### src/rtl/cr_kme_nibble_pkg.sv
// rtl/cr_kme_nibble_pkg.sv - shared types and helpers for the KME nibble transmitter
package cr_kme_nibble_pkg;

  localparam int NIB_W = 4;

  typedef enum logic {
    IDLE = 1'b0,
    SEND = 1'b1
  } state_t;

  typedef struct packed {
    logic [2:0] nib;
    logic       err;
  } nib_norm_t;

  // Map a requested nibble count onto 1..nib_max; zero means a full word,
  // anything above nib_max is clamped to a full word and flagged.
  function automatic nib_norm_t norm_nibbles(input logic [2:0] n, input int unsigned nib_max);
    nib_norm_t r;
    r.err = (32'(n) > nib_max);
    r.nib = ((n == 3'd0) || r.err) ? 3'(nib_max) : n;
    return r;
  endfunction

endpackage

### src/rtl/cr_kme_nibble_tx.sv
// rtl/cr_kme_nibble_tx.sv - word-to-nibble serializer in front of the KME stall-controlled FIFO
module cr_kme_nibble_tx
  import cr_kme_nibble_pkg::*;
#(
  parameter int WORD_W = 16,
  parameter int CNT_W  = 16
) (
  input  logic              clk,
  input  logic              rst_n,
  input  logic [WORD_W-1:0] in_data,
  input  logic [2:0]        in_nibbles,
  input  logic              in_valid,
  output logic              in_ready,
  output logic [NIB_W-1:0]  fifo_in,
  output logic              fifo_in_valid,
  input  logic              fifo_in_stall,
  output logic              busy,
  output logic [CNT_W-1:0]  words_sent,
  output logic              proto_err
);

  localparam int NIB_MAX = WORD_W / NIB_W;

  state_t            state;
  logic [WORD_W-1:0] sh;
  logic [2:0]        rem;
  logic              wr;
  logic              last_wr;
  logic              accept;
  nib_norm_t         norm;

  // Write strobe, handshake and normalized count; stall is honoured the same
  // cycle so a full FIFO is never written.
  always_comb begin
    wr            = (state == SEND) && !fifo_in_stall;
    last_wr       = wr && (rem == 3'd1);
    in_ready      = (state == IDLE) || last_wr;
    accept        = in_valid && in_ready;
    fifo_in_valid = wr;
    fifo_in       = sh[NIB_W-1:0];
    busy          = (state == SEND);
    norm          = norm_nibbles(in_nibbles, NIB_MAX);
  end

  // Load/shift engine: a new accept on the last nibble reloads directly,
  // which keeps consecutive words bubble-free.
  always_ff @(posedge clk or negedge rst_n) begin
    if (!rst_n) begin
      state      <= IDLE;
      sh         <= '0;
      rem        <= '0;
      words_sent <= '0;
      proto_err  <= 1'b0;
    end else begin
      if (last_wr && !(&words_sent)) begin
        words_sent <= words_sent + 1'b1;
      end
      if (accept) begin
        state     <= SEND;
        sh        <= in_data;
        rem       <= norm.nib;
        proto_err <= proto_err | norm.err;
      end else if (wr) begin
        sh  <= sh >> NIB_W;
        rem <= rem - 3'd1;
        if (rem == 3'd1) begin
          state <= IDLE;
        end
      end
    end
  end

endmodule

### config.mk
export PLATFORM = sky130hd
export DESIGN_NAME = cr_kme_nibble_tx
export DESIGN_NICKNAME = d
export VERILOG_FILES = /design/src/rtl/cr_kme_nibble_pkg.sv /design/src/rtl/cr_kme_nibble_tx.sv
export SDC_FILE = /design/constraint.sdc
export NUM_CORES = 1
export LEC_CHECK = 0
export ABC_AREA = 1
export CAP_MARGIN = 40
export CORE_MARGIN = 4
export CORE_UTILIZATION = 35
export DETAILED_ROUTE_END_ITERATION = 8
export GPL_TIMING_DRIVEN = 0
export PLACE_DENSITY = 0.69
export RECOVER_POWER = 50
export SETUP_SLACK_MARGIN = 0.1
export SKIP_CTS_REPAIR_TIMING = 1
export SYNTH_ARGS = -nofsm -noshare
export SYNTH_HDL_FRONTEND = slang
export SYNTH_SLANG_ARGS = --single-unit
export TNS_END_PERCENT = 5
### constraint.sdc
create_clock -name clk -period 1.9 [get_ports clk]
set_input_delay 0.19 -clock clk [delete_from_list [all_inputs] [get_ports clk]]
set_output_delay 0.19 -clock clk [all_outputs]
set_load 0.05 [all_outputs]
==> flow_summary.json <==
{
  "syn_nets": 315,
  "worst_pin_slew_ns": 0.716,
  "diodes": 0,
  "via_per_inst": 4.61,
  "hold_slack_ns": 0.354,
  "slew_headroom": 0.523,
  "synth_top_area_frac": 0.431,
  "skew_ns": 0.00707,
  "power_uw": 3920,
  "hold_viol": 0,
  "drtIter0Drc": 95,
  "critPathMaxStageDelay_ns": 0.85,
  "synth_warnings": 0,
  "antenna_left": 0,
  "clk_pin_slew_ns": 0.08,
  "grt_pass1_wl_um": 8540,
  "p_int_uw": 2130,
  "cp_slowest_cell": "clkdlybuf4s50_1",
  "die_w_um": 86.3,
  "irDropWorstVdd_mv": 0.698,
  "grt_max_degree": 30,
  "p_sw_frac": 0.457,
  "nets": 370,
  "multi_input_area_um2": 1000,
  "cts_tree": "done",
  "area_delta_synth_final_pct": 30.0,
  "clkLatencyLatePin_ns": 0.29,
  "dp_cells": 409,
  "power.density_nw_per_um2": 1400,
  "die-height_um": 86.3,
  "vias": 1925,
  "cp-start-kind": "flip-flop",
  "num_rows": 28,
  "fill_cells": 589,
  "rsz0062_at_grt": "true",
  "crit_family": "buffers and inverters",
  "setup_viol": 0,
  "fin_util": 0.471,
  "path_cells": "clkdlybuf4s50_1",
  "async_reset_ff_frac": 1.00,
  "hold_path_class": "in -> async",
  "io_buffers": 46,
  "synth-main-ff-cell": "dfrtp_1",
  "drive_above_1_share": 0.114,
  "synth_top_area_cell": "dfrtp_1",
  "wl_per_cell_um": 11.7,
  "finalCritPeriodShare": 0.950,
  "synth_seq_cells": 37,
  "max_cap_violations": 0,
  "layoutNonFillerInstCount": 418,
  "final_area_um2": 2790,
  "yosysMostFrequentCell": "nand2_1",
  "syn_inst": 287,
  "core_area_um2": 5920,
  "arrival_ns": 1.62,
  "io_pins": 47,
  "yosys-top-cells-area": "dfrtp_1, nand2_1, nand3_1",
  "yosys.cell_types.count": 25,
  "cts_buffers": 5,
  "slew_violations": 0,
  "cp-end-kind": "output port",
  "antenna_found_initial": 0,
  "dp_hpwl_um": 3740,
  "track_usage": 0.143,
  "cts_sinks": 37,
  "p_switching_uw": 1790,
  "yosysSeqAreaShare": 0.431,
  "p_seq_frac": 0.342,
  "cts_htree_levels": 2,
  "die_area_um2": 7450,
  "crit_path_max_fanout": 7,
  "gp_congestion": 0.822,
  "grt_pass1_vias": 1913,
  "synthTopCellsByCount": "nand2_1, dfrtp_1, nand3_1",
  "comb_power_share": 0.501,
  "synth_area_per_cell_um2": 7.48,
  "power_leakage_uw": 0.00135,
  "critPathBufInv": 1,
  "grt_overflow_total": 0,
  "place_area_um2": 2720,
  "layout_min_cycle_time_ns": 1.81,
  "regArea_um2": 927,
  "netlist_area_um2": 2150,
  "synth_enable_flop_cells": 0,
  "criticalPathCategory": "reg -> out",
  "fmax_ghz": 0.554,
  "p_clk_frac": 0.157,
  "drc_errors": 0,
  "status": "complete, no violations",
  "initial_core_util": 0.362,
  "required_ns": 1.71,
  "cts-root-buf": "clkbuf_8",
  "drt_wl_total_um": 4890,
  "drt-pass1-iter-count": 4,
  "cts_max_path_buffers": 2
}
final cells by class:
type | instances | area share
buffer | 12 | 0.0292
clock buffer | 7 | 0.0345
clock inverter | 1 | 0.00179
inverter | 33 | 0.0444
multi-input combinational | 205 | 0.359
sequential | 37 | 0.332
tap | 75 | 0.0336
timing repair buffer | 48 | 0.165
stage by stage:
stage	setup TNS [ns]	setup slack (ns)
2_1_floorplan	0	0.113
3_3_place_gp	-10.31	-0.398
3_5_place_dp	-0.445	-0.253
4_1_cts	-0.735	-0.402
5_1_grt	0	0.0427
6_report	0	0.0942
sequential cells by signal, indices dropped and copies added (netlist names):
register / cells
rem: 3
proto_err: 1
busy: 1
sh: 16
words_sent: 16
power by group through the flow:
stage               clock (uW)  sequential [uW]  combinational, uW
finish                     614             1340               1960
detailed placement           0             1350               2030
global placement             0             1340               1990
floorplan                    0             1620               1150
CTS                        630             1340               2030
global route               664             1380               2180
cell usage in the layout (no fill, tap or decap), drive strengths merged, types with 2 or more instances in the layout:
cell,instances
clkdlybuf4s50,43
nor2,28
dfrtp,37
o21ai,22
ha,5
nand3,36
inv,33
clkbuf,14
nand3b,2
or2,2
buf,9
nand4,3
nand2,101
xor2,4
kinds of logic (layout without fill, tap and decap cells):
| logic type | count (synthesis) | count (layout) | share of synthesized area |
|---|---|---|---|
| XOR/XNOR | 5 | 5 | 0.0204 |
| AND/OR/NAND/NOR | 172 | 172 | 0.355 |
| flip-flops | 37 | 37 | 0.431 |
| buffers and inverters | 45 | 101 | 0.101 |
| AO/OA/AOI/OAI | 23 | 23 | 0.0624 |
| adder cells (fa/ha/maj) | 5 | 5 | 0.0292 |
worst paths after layout:
| kind | startpoint | to | slack, ns | cells after the start |
|---|---|---|---|---|
| min reg2reg | proto_err$_DFFE_PN0N_ | proto_err$_DFFE_PN0N_ | 0.47 | 1 |
| max reg2reg | words_sent[0]$_DFFE_PN0P_ | words_sent[6]$_DFFE_PN0P_ | 0.24 | 9 |
| min in group clk | in_data[13] | sh[13]$_DFFE_PN0P_ | 0.44 | 3 |
| max in group asynchronous | rst_n | words_sent[0]$_DFFE_PN0P_ | 0.45 | 3 |
| min | rst_n | words_sent[11]$_DFFE_PN0P_ | 0.35 | 2 |
| max | words_sent[2]$_DFFE_PN0P_ | words_sent[2] | 0.09 | 1 |
per-layer routing:
layer,global-route usage,vias up,wire length [um]
li1,-,1009,-
met1,0.178,855,2250
met2,0.243,55,2310
met3,0.0352,6,264
met4,0.0453,0,60
met5,0,-,0
(Power assumes the default switching activity.)
